--- config.mk ---
export PLATFORM = sky130hd
export DESIGN_NAME = spi_reg_bank
export DESIGN_NICKNAME = d
export VERILOG_FILES = /design/src/rtl/spi_reg_pkg.sv /design/src/rtl/sync_pulse.sv /design/src/rtl/spi_reg_bank.sv
export SDC_FILE = /design/constraint.sdc
export NUM_CORES = 1
export LEC_CHECK = 0
export CAP_MARGIN = 10
export CORE_AREA = 8 8 297 299
export CTS_BUF_LIST = sky130_fd_sc_hd__clkbuf_8
export DETAILED_ROUTE_END_ITERATION = 7
export DIE_AREA = 0 0 305 307
export GPL_TIMING_DRIVEN = 1
export PLACE_DENSITY_LB_ADDON = 0.3
export SLEW_MARGIN = 20
export SYNTH_ARGS = -nofsm -noshare
export SYNTH_HDL_FRONTEND = slang
export SYNTH_HIERARCHICAL = 1
export SYNTH_SLANG_ARGS = --single-unit
--- constraint.sdc ---
create_clock -name clk -period 3.5 [get_ports clk]
set_input_delay 0.875 -clock clk [delete_from_list [all_inputs] [get_ports clk]]
set_output_delay 0.875 -clock clk [all_outputs]
set_load 0.005 [all_outputs]
--- src/rtl/spi_reg_pkg.sv ---
// Shared address map defaults for the SPI register bridge and its neighbours.
package spi_reg_pkg;

    localparam int unsigned SpiDw = 96;
    localparam int unsigned SpiAw = 7;

    localparam logic [6:0] SpiBaseAddr  = 7'h70;
    localparam logic [6:0] SpiRdCntAddr = 7'h7E;
    localparam logic [6:0] SpiWrCntAddr = 7'h7F;

    typedef enum logic [1:0] {
        AddrGen,
        AddrRdCnt,
        AddrWrCnt,
        AddrNone
    } addr_kind_e;

endpackage

--- src/rtl/sync_pulse.sv ---
// Multi-stage synchroniser followed by a registered rising-edge detector.
module sync_pulse #(
    parameter int unsigned STAGES = 2
) (
    input  logic clk,
    input  logic reset,
    input  logic d,
    output logic pulse
);

    logic [STAGES-1:0] sync_q;
    logic              prev_q;
    logic              pulse_q;

    always_ff @(posedge clk or negedge reset) begin
        if (!reset) begin
            sync_q  <= '0;
            prev_q  <= 1'b0;
            pulse_q <= 1'b0;
        end else begin
            sync_q  <= {sync_q[STAGES-2:0], d};
            prev_q  <= sync_q[STAGES-1];
            pulse_q <= sync_q[STAGES-1] & ~prev_q;
        end
    end

    assign pulse = pulse_q;

endmodule

--- src/rtl/spi_reg_bank.sv ---
// SPI-to-register bridge: synchronised request strobes, general registers and
// read/write transaction counters behind a small address decoder.
module spi_reg_bank
    import spi_reg_pkg::*;
#(
    parameter int unsigned    DW          = SpiDw,
    parameter int unsigned    AW          = SpiAw,
    parameter int unsigned    NUM_REGS    = 4,
    parameter logic [AW-1:0]  BASE_ADDR   = AW'(SpiBaseAddr),
    parameter logic [AW-1:0]  RD_CNT_ADDR = AW'(SpiRdCntAddr),
    parameter logic [AW-1:0]  WR_CNT_ADDR = AW'(SpiWrCntAddr),
    parameter logic [DW-1:0]  RESET_VAL   = '0,
    parameter int unsigned    SYNC_STAGES = 2
) (
    input  logic                   clk,
    input  logic                   reset,
    input  logic                   spi_re,
    input  logic                   spi_we,
    input  logic [AW-1:0]          addr,
    input  logic [DW-1:0]          wdat,
    output logic [DW-1:0]          rdat,
    output logic [NUM_REGS*DW-1:0] regs,
    output logic [DW-1:0]          rd_count,
    output logic [DW-1:0]          wr_count,
    output logic                   rd_stb,
    output logic                   wr_stb,
    output logic                   addr_err
);

    localparam int unsigned BaseInt = 32'(BASE_ADDR);
    localparam int unsigned TopInt  = BaseInt + NUM_REGS - 1;
    localparam int unsigned RdInt   = 32'(RD_CNT_ADDR);
    localparam int unsigned WrInt   = 32'(WR_CNT_ADDR);
    localparam int unsigned MaxAddr = (32'd1 << AW) - 1;

    if (NUM_REGS < 1 || SYNC_STAGES < 2 || TopInt > MaxAddr || RdInt == WrInt ||
        (RdInt >= BaseInt && RdInt <= TopInt) ||
        (WrInt >= BaseInt && WrInt <= TopInt)) begin : g_param_err
        $error("spi_reg_bank: invalid parameters or overlapping address map");
    end

    sync_pulse #(
        .STAGES (SYNC_STAGES)
    ) u_sync_re (
        .clk   (clk),
        .reset (reset),
        .d     (spi_re),
        .pulse (rd_stb)
    );

    sync_pulse #(
        .STAGES (SYNC_STAGES)
    ) u_sync_we (
        .clk   (clk),
        .reset (reset),
        .d     (spi_we),
        .pulse (wr_stb)
    );

    logic [DW-1:0]       regs_q [NUM_REGS];
    logic [DW-1:0]       regs_d [NUM_REGS];
    logic [DW-1:0]       rd_count_q, rd_count_d;
    logic [DW-1:0]       wr_count_q, wr_count_d;
    logic [DW-1:0]       rdat_q, rdat_d;
    logic                addr_err_q, addr_err_d;
    logic [NUM_REGS-1:0] hit;
    addr_kind_e          kind;
    logic [DW-1:0]       rd_val;

    always_comb begin
        hit = '0;
        for (int unsigned i = 0; i < NUM_REGS; i++) begin
            hit[i] = (addr == AW'(BaseInt + i));
        end
        if (|hit) begin
            kind = AddrGen;
        end else if (addr == RD_CNT_ADDR) begin
            kind = AddrRdCnt;
        end else if (addr == WR_CNT_ADDR) begin
            kind = AddrWrCnt;
        end else begin
            kind = AddrNone;
        end
    end

    // Read mux sees pre-update state, so a same-cycle write is not visible.
    always_comb begin
        rd_val = '0;
        case (kind)
            AddrGen: begin
                for (int unsigned i = 0; i < NUM_REGS; i++) begin
                    if (hit[i]) begin
                        rd_val = regs_q[i];
                    end
                end
            end
            AddrRdCnt: rd_val = rd_count_q;
            AddrWrCnt: rd_val = wr_count_q;
            default:   rd_val = '0;
        endcase
    end

    always_comb begin
        regs_d     = regs_q;
        rd_count_d = rd_count_q;
        wr_count_d = wr_count_q;
        rdat_d     = rdat_q;
        addr_err_d = addr_err_q;

        if (rd_stb) begin
            rdat_d     = rd_val;
            rd_count_d = rd_count_q + DW'(1);
            if (kind == AddrNone) begin
                addr_err_d = 1'b1;
            end
        end

        if (wr_stb) begin
            case (kind)
                AddrGen: begin
                    for (int unsigned i = 0; i < NUM_REGS; i++) begin
                        if (hit[i]) begin
                            regs_d[i] = wdat;
                        end
                    end
                    wr_count_d = wr_count_q + DW'(1);
                end
                AddrWrCnt: wr_count_d = '0;
                AddrRdCnt: wr_count_d = wr_count_q + DW'(1);
                default: begin
                    wr_count_d = wr_count_q + DW'(1);
                    addr_err_d = 1'b1;
                end
            endcase
        end
    end

    always_ff @(posedge clk or negedge reset) begin
        if (!reset) begin
            for (int unsigned i = 0; i < NUM_REGS; i++) begin
                regs_q[i] <= RESET_VAL;
            end
            rd_count_q <= '0;
            wr_count_q <= '0;
            rdat_q     <= '0;
            addr_err_q <= 1'b0;
        end else begin
            regs_q     <= regs_d;
            rd_count_q <= rd_count_d;
            wr_count_q <= wr_count_d;
            rdat_q     <= rdat_d;
            addr_err_q <= addr_err_d;
        end
    end

    for (genvar g = 0; g < NUM_REGS; g++) begin : g_regs_out
        assign regs[g*DW +: DW] = regs_q[g];
    end

    assign rdat     = rdat_q;
    assign rd_count = rd_count_q;
    assign wr_count = wr_count_q;
    assign addr_err = addr_err_q;

endmodule

==> impl_metrics.toml, run 1 <==
[clock_tree]
clk_root_buffer_cell = "clkbuf_8"
cts.repair.resized = 0
hold_buffers = 0
cts_setup_buffers = 0
cts_tree = "done"
clockBufferDepth = 3
worst_skew_pair.late_latency_ns = 0.75
cts_sinks = 681
cts_buffers = 118
clk_pin_slew_ns = 0.06
h-tree-depth = 3

[timing]
fin_skew_ns = 0.0617
fmax_mhz = 330
tns_ns = 0
rsz0062_at_grt = "false"
max-slew-margin-rel_pct = 35.5
hold_viol = 0
worstMarginPinSlew_ns = 0.960
layout_min_cycle_time_ns = 3.03
drv_slew = 0
final.period_utilization_pct = 86.7
setup_viol = 0

[placed_design]
dpl-instance-area_um2 = 42100
dp_hpwl_um = 93400
io_buffers = 781
routabilityCongestion = 0.863

[synthesis]
ys.flop_type = "dfrtp_1"
synth-edff-count = 0
yosys.area.top_type_share_pct = 52.7
synth_seq_cells = 681
async_reset_ff_share_pct = 100
yosys-top-cells-area = "dfrtp_1, mux2_2, o2111a_1"
ys_types = 46
seq_area_frac_synth_pct = 52.7
synth_most_common_cell = "dfrtp_1"
yosys_warnings = 6
synth_fp_nets = 2893
postSynthAreaPerCell_um2 = 11.6
synth_common_cells = "dfrtp_1, mux2_2, nand3_1"
syn-instance-count = 2784
yosysTopAreaCell = "dfrtp_1"
synth_area_um2 = 32400

[drt]
routed_wl_um = 132000
avgRoutedWirePerCell_um = 27.5
firstDrtPassIters = 7
dr_total_vias = 27873
vias_per_cell = 5.83
ant_nets = 0
drtIter0Drc = 1466
drt_drc_violations_left = 0

[power]
clkPwrFrac_pct = 37.8
sw_frac_of_total_pct = 29.6
max-vdd-ir-drop_uv = 352
p_leak_nw = 19.3
power.density_nw_per_um2 = 441
combPwrFrac_pct = 16.1
switching_power_mw = 5.81
pwr-share-seq_pct = 46.1
internal-power_mw = 13.8

[grt]
antenna_found_initial = 2
first_global_vias = 28825
gr-total-overflow = 0
grt_max_degree = 80
grt_pass1_wl_um = 195000
track_usage_pct = 26.9

[die]
fp.dieW_um = 305
die_y_um = 307
coreArea_um2 = 83200
dieArea_um2 = 93600
io_pins = 782
rows = 106
initial_utilization_pct = 38.9

[worst_setup_path]
r2r_cells = 5
cp-endpoint = "rd_count[87]"
r2r_end = "rd_count[87]"
cp-end-kind = "flip-flop"
reg2reg_from = "rd_count[46]"
crit_type = "reg -> reg"
cp-startpoint = "rd_count[46]"
r2r_slack_ns = 0.47
crit_arrival_ns = 3.70
cp-start-kind = "flip-flop"
worst-path-max-fanout = 12
cp.required_ns = 4.17

[finish]
final_cell_area_um2 = 44600
syn2layout_area_growth_pct = 37.7
final_nets = 3709
drive_gt1_share_pct = 21.5

[job]
drv_cap = 0

[run_status]
status = "finished, final reports clean"

[worst_hold_path]
hp-class = "in -> async"
-- layout make-up --
type | instances | area, µm²
Fill cell | 7309 | 38600
Sequential cell | 681 | 17000
Multi-Input combinational cell | 1782 | 14200
Timing Repair Buffer | 892 | 9080
Clock buffer | 149 | 2050
Tap cell | 1080 | 1350
Inverter | 125 | 469
Clock inverter | 69 | 383
Antenna cell | 4 | 10.0
-- flip-flops by register name, indices dropped and copies added, names as in the netlist --
name and flops:
addr_err 1, rdat 96, u_sync_re/sync_q 2, u_sync_re/prev_q 1, u_sync_we/sync_q 2, regs 384
u_sync_we/prev_q 1, u_sync_re/pulse 1, rd_count 96, wr_count 96, u_sync_we/pulse 1
-- kinds of logic (layout without fill, tap and decap cells) --
| kind of cell | after synthesis | count (layout) | share of synthesized area (%) |
|---|---|---|---|
| and+or+nand+nor | 666 | 666 | 11.3 |
| DFF | 681 | 681 | 52.7 |
| other | 0 | 4 | 0 |
| xor gates and xnor gates | 123 | 123 | 3.33 |
| muxes | 475 | 475 | 16.5 |
| adders and majority gates | 2 | 2 | 0.0773 |
| AOI/OAI and AO/OA | 516 | 516 | 12.3 |
| buffers and inverters | 321 | 1235 | 3.84 |
-- cell usage in the layout, fill, tap and decap left out, drive strengths merged, types with 16 or more instances in the layout --
cell type,count
or4,33
inv,174
xnor2,37
nor2,83
nand2,116
dfrtp,681
clkbuf,149
mux2,464
nor4,42
xor2,86
o221ai,96
o2111a,95
clkinv,16
and3,24
o31ai,32
a21oi,54
nand4,78
or3,24
nor3,57
clkdlybuf4s50,778
o21ai,136
a221oi,96
buf,114
nand3,172
-- worst min-delay path by stage --
| stage | endpoint | slack (ns) | from | cells after the start |
|---|---|---|---|---|
| floorplan | u_sync_re/sync_q[1] | 0.33 | u_sync_re/sync_q[0] | 0 |
| global placement | u_sync_we/sync_q[1] | 0.33 | u_sync_we/sync_q[0] | 0 |
| detailed placement | u_sync_we/sync_q[1] | 0.34 | u_sync_we/sync_q[0] | 0 |
| CTS | regs[100] | 0.16 | reset | 1 |
| global route | rdat[3] | 0.21 | reset | 1 |
| finish | regs[100] | 0.22 | reset | 1 |
-- worst max-delay path, stage by stage (launching register included) --
cell and delay, ns:
dfrtp_1 0.53, nand3_1 0.33, nor3_1 0.58, nand4_1 0.72, nor4b_1 0.61, xor2_1 0.18
-- metrics by stage --
stage	utilization, %	std cells	hold WS [ns]	worst slack, ns	total power [mW]
detailed placement	50.6	4560	0.336	0.202	12.4
finish	53.6	4782	0.216	0.467	19.7
CTS	53.6	4778	0.160	0.454	19.8
global placement	50.6	4560	0.333	0.234	12.3
global route	53.6	4780	0.207	0.216	20.5
floorplan	-	2784	0.331	0.704	10.2
-- power groups by stage --
stage | Combinational, mW | Sequential, mW | Clock (mW)
after floorplan | 1.22 | 8.98 | 0
after global placement | 3.15 | 9.16 | 0
after detailed placement | 3.19 | 9.17 | 0
after CTS | 3.21 | 9.03 | 7.59
after global routing | 3.43 | 9.11 | 7.95
final | 3.17 | 9.05 | 7.43
-- layer usage --
layer  vias up  global-route usage, %  part of all wire [%]
met3       254                   7.37                   8.1
met5         -                      0                     0
met1     14253                   32.9                    39
met4         0                   10.7                   3.8
li1      12174                      -                     -
met2      1192                   45.1                    49
(Power assumes the default switching activity.)
==> run 2: changes to the inputs <==
CORE_AREA = 8 8 295 297   (was 8 8 297 299)
DIE_AREA = 0 0 303 305   (was 0 0 305 307)
SYNTH_HIERARCHICAL = not set   (was 1)
==> impl_metrics.toml, run 2 <==
[timing]
holdWs_ns = 0.198
tns_ns = 0
rsz0062_at_grt = "false"
worstMarginPinSlew_ns = 1.10
layout_min_cycle_time_ns = 3.20
setup_viol = 0
fin_skew_ns = 0.0513
hold_viol = 0
max-slew-margin-rel_pct = 26.2
final.period_utilization_pct = 91.4
fmax_mhz = 313
drv_slew = 0

[grt]
gr-total-overflow = 0
antenna_found_initial = 3
grt_max_degree = 135
use_met2_pct = 45.4
track_usage_pct = 26.8
grt_pass1_wl_um = 190000
grtUsageMet3_pct = 6.47
met1_usage_pct = 32.7
first_global_vias = 28060
grt-busiest-layer = "met2"

[clock_tree]
cts_tree = "done"
worst_skew_pair.late_latency_ns = 0.73
cts_setup_buffers = 0
clockBufferDepth = 3
cts_buffers = 116
clk_pin_slew_ns = 0.06
hold_buffers = 0
clk_root_buffer_cell = "clkbuf_8"
cts.repair.resized = 0
h-tree-depth = 3
cts_sinks = 681

[worst_setup_path]
crit_buf_inv = 2
crit_arrival_ns = 2.32
cp-end-kind = "output pin"
max_stage_delay_ns = 0.64
crit_type = "reg -> out"
crit_family = "buffers and inverters"
path_cells = "buf_12, clkdlybuf4s50_1"
worst-path-max-fanout = 134
slowest_stage = "clkdlybuf4s50_1"
cp-start-kind = "flip-flop"
cp.required_ns = 2.62

[finish]
nFillCells = 7283
syn2layout_area_growth_pct = 38.4
drive_gt1_share_pct = 21.4
final_common_cell = "clkdlybuf4s50_1"
regArea_um2 = 17000
layout_common_cells = "clkdlybuf4s50_1, dfrtp_1, mux2_2"
fin_util_pct = 53.7
multiInputGateArea_um2 = 13900
final_nets = 3690
largest_reg_flops = 384

[synthesis]
synth_common_cells = "dfrtp_1, mux2_2, nand3_1"
ys_types = 52
synth.area.mux_share_pct = 16.4
seq_area_frac_synth_pct = 53.2
yosys_warnings = 0
ys.flop_type = "dfrtp_1"
synth-simple-area-share_pct = 11.0
yosys.area.top_type_share_pct = 53.2
synth_area_um2 = 32000
synth_fp_nets = 2871
synth-adder-area-share_pct = 0.0781
postSynthAreaPerCell_um2 = 11.6
synth_seq_cells = 681
synth_compound_gate_area_share_pct = 11.9
yosys-top-cells-area = "dfrtp_1, mux2_2, a222oi_1"
yosysTopAreaCell = "dfrtp_1"
syn-instance-count = 2762
synth_xor_area_share_pct = 3.58
async_reset_ff_share_pct = 100
synth-edff-count = 0
synth_top_family_by_area = "multiplexers"
synth_most_common_cell = "dfrtp_1"

[drt]
firstDrtPassIters = 7
drtIter0Drc = 2249
ant_nets = 0
dr_total_vias = 27650
vias_per_cell = 5.81
avgRoutedWirePerCell_um = 26.9
routed_wl_um = 128000
drt_drc_violations_left = 0

[die]
dieArea_um2 = 92400
io_pins = 782
rows = 106
coreArea_um2 = 82600
initial_utilization_pct = 38.8
fp.dieW_um = 303
die_y_um = 305

[placed_design]
dp_hpwl_um = 91600
io_buffers = 781
routabilityCongestion = 0.873

[power]
max-vdd-ir-drop_uv = 270
design_power_total_mw = 19.8
power.density_nw_per_um2 = 446
p_leak_nw = 19.7

[worst_hold_path]
hp-class = "in -> async"

[job]
drv_cap = 0

[run_status]
status = "finished, final reports clean"
[run 2: cell type report]
class,instances,area share (%)
sequential,681,38.4
multi-input combinational,1760,31.3
timing repair buffer,895,20.6
clock buffer,150,4.65
tap,1080,3.05
inverter,127,1.07
clock inverter,61,0.900
antenna,3,0.0169
[run 2: cells by family (layout without fill, tap and decap cells)]
logic type	count (synthesis)	in the layout
DFF	681	681
and+or+nand+nor	644	644
AOI/OAI and AO/OA	515	515
muxes	468	468
buffers and inverters	321	1233
xor gates and xnor gates	131	131
adders and majority gates	2	2
other	0	3
[run 2: where the power goes]
part           switching (mW)  total [mW]  internal, mW
clock network            3.42        7.56          4.14
logic                    1.64        3.24          1.60
registers               0.656        8.98          8.32
[run 2: metrics by stage]
step	instance area, µm²	std cells	setup WS, ns
floorplan	32000	2762	0.795
finish	44400	4757	0.303
global route	44400	4757	0.158
detailed placement	41900	4543	0.277
CTS	44300	4754	0.180
global placement	41900	4543	0.237
[run 2: metal layers]
layer  part of all wire [%]  up-vias
li1                       -    12023
met1                     39    14187
met2                     49     1184
met4                    3.9        0
met5                      0        -
met3                    7.8      256
[run 2: final timing paths]
check,from,to,slack (ns),depth (start not counted)
max in group asynchronous,reset,rd_count[83],2.33,3
min reg2reg,u_sync_we.sync_q[1],u_sync_we.prev_q,0.34,0
min in group clk,u_sync_we.sync_q[1],u_sync_we.prev_q,0.34,0
min,reset,u_sync_re.pulse,0.20,1
max,u_sync_re.pulse,rd_stb,0.30,2
max reg2reg,rd_count[33],rd_count[91],0.32,5
==> run 3: changes to the inputs <==
CELL_PAD_IN_SITES_DETAIL_PLACEMENT = 0   (was not set)
CELL_PAD_IN_SITES_GLOBAL_PLACEMENT = 2   (was not set)
CORE_AREA = not set   (was 8 8 295 297)
CORE_MARGIN = 8   (was not set)
CORE_UTILIZATION = 36   (was not set)
DIE_AREA = not set   (was 0 0 303 305)
==> impl_metrics.toml, run 3 (synthesis results as in run 2) <==
[power]
max-vdd-ir-drop_uv = 288
power.density_nw_per_um2 = 444
design_power_total_mw = 19.6
p_leak_nw = 19.5

[worst_setup_path]
crit_arrival_ns = 2.29
r2r_end = "wr_count[92]"
cp-end-kind = "output pin"
max_stage_delay_ns = 0.62
cp-start-kind = "flip-flop"
crit_type = "reg -> out"
r2r_cells = 7
slowest_stage = "clkdlybuf4s50_1"
worst-path-max-fanout = 122
reg2reg_from = "wr_count[0]"
cp.required_ns = 2.62
r2r_slack_ns = 0.50
path_cells = "buf_12, clkdlybuf4s50_1"

[timing]
fmax_mhz = 315
rsz0062_at_grt = "false"
setup_viol = 0
layout_min_cycle_time_ns = 3.17
fin_skew_ns = 0.0347
hold_viol = 0
final.period_utilization_pct = 90.6
holdWs_ns = 0.0724
tns_ns = 0
max-slew-margin-rel_pct = 31.1
drv_slew = 0
worstMarginPinSlew_ns = 1.02

[grt]
grt_max_degree = 123
gr-total-overflow = 0
track_usage_pct = 25.6
grt_pass1_wl_um = 194000
antenna_found_initial = 1
first_global_vias = 28889

[drt]
vias_per_cell = 5.73
dr_total_vias = 27618
avgRoutedWirePerCell_um = 27.3
ant_nets = 0
firstDrtPassIters = 7
routed_wl_um = 132000
drtIter0Drc = 2206
drt_drc_violations_left = 0

[finish]
nFillCells = 7798
final_common_cell = "clkdlybuf4s50_1"
multiInputGateArea_um2 = 13900
final_nets = 3689
drive_gt1_share_pct = 21.0
largest_reg_flops = 384
syn2layout_area_growth_pct = 38.1
layout_common_cells = "clkdlybuf4s50_1, dfrtp_1, mux2_2"
regArea_um2 = 17000

[placed_design]
io_buffers = 781
dp_hpwl_um = 93200
routabilityCongestion = 0.858

[clock_tree]
worst_skew_pair.late_latency_ns = 0.79
cts_buffers = 130
cts_setup_buffers = 0
hold_buffers = 0
cts_tree = "done"
cts_sinks = 681
h-tree-depth = 4
clk_root_buffer_cell = "clkbuf_8"
clockBufferDepth = 3
clk_pin_slew_ns = 0.06
cts.repair.resized = 0

[run_status]
status = "finished, final reports clean"

[die]
die_y_um = 314
rows = 109
initial_utilization_pct = 36.3
dieArea_um2 = 98800
fp.dieW_um = 314
coreArea_um2 = 88200
io_pins = 782

[worst_hold_path]
hp-class = "in -> async"

[job]
drv_cap = 0
## run 3: cell count changes in the layout (fill, tap and decap cells not counted), sizes merged
cell	change
buf	-15
bufinv	-4
clkbuf	+6
clkinv	-12
clkinvlp	+5
diode	-1
inv	+3
## run 3: where the power goes
group / switching, mW / internal [mW]
Sequential: 0.666 / 8.32
Combinational: 1.62 / 1.56
Clock: 3.47 / 4.00
Total: 5.75 / 13.9
## run 3: worst max path at each step
stage / startpoint / to / slack [ns]
after floorplan: addr[2] / regs[247] / 0.79
after global placement: addr[1] / rdat[45] / 0.42
after detailed placement: addr[1] / rdat[51] / 0.31
after CTS: u_sync_re.pulse / rd_stb / 0.16
after global routing: u_sync_re.pulse / rd_stb / 0.19
final: u_sync_re.pulse / rd_stb / 0.33
## run 3: layout make-up
| type | count | area share [%] |
|---|---|---|
| clock inverters | 53 | 0.580 |
| inverters | 127 | 1.08 |
| multi-input cells | 1760 | 31.4 |
| diodes | 2 | 0.0113 |
| repair buffers | 880 | 20.3 |
| well taps | 1165 | 3.29 |
| clock buffers | 156 | 4.85 |
| flip-flops and latches | 681 | 38.5 |
## run 3: critical path: cells and delay by family (launching register included)
family	cells	cell delay, ns
flops	1	0.44
buf+inv	2	1.01
## run 3: per-layer routing
layer  vias to the layer above  share of wire [%]  track usage, %
met5                         -                  0               0
met4                         0                4.2            10.8
met3                       255                7.3            6.95
met2                      1093                 50            44.2
met1                     14283                 38            29.8
li1                      11987                  -               -
## run 3: metrics by stage
| step | cells | util [%] | cell area (µm²) | setup slack [ns] |
|---|---|---|---|---|
| after floorplan | 2762 | - | 32000 | 0.795 |
| after global placement | 4613 | 47.4 | 41800 | 0.415 |
| after detailed placement | 4613 | 47.4 | 41800 | 0.311 |
| after CTS | 4822 | 50.1 | 44200 | 0.158 |
| after global routing | 4823 | 50.1 | 44200 | 0.189 |
| final | 4824 | 50.1 | 44200 | 0.330 |
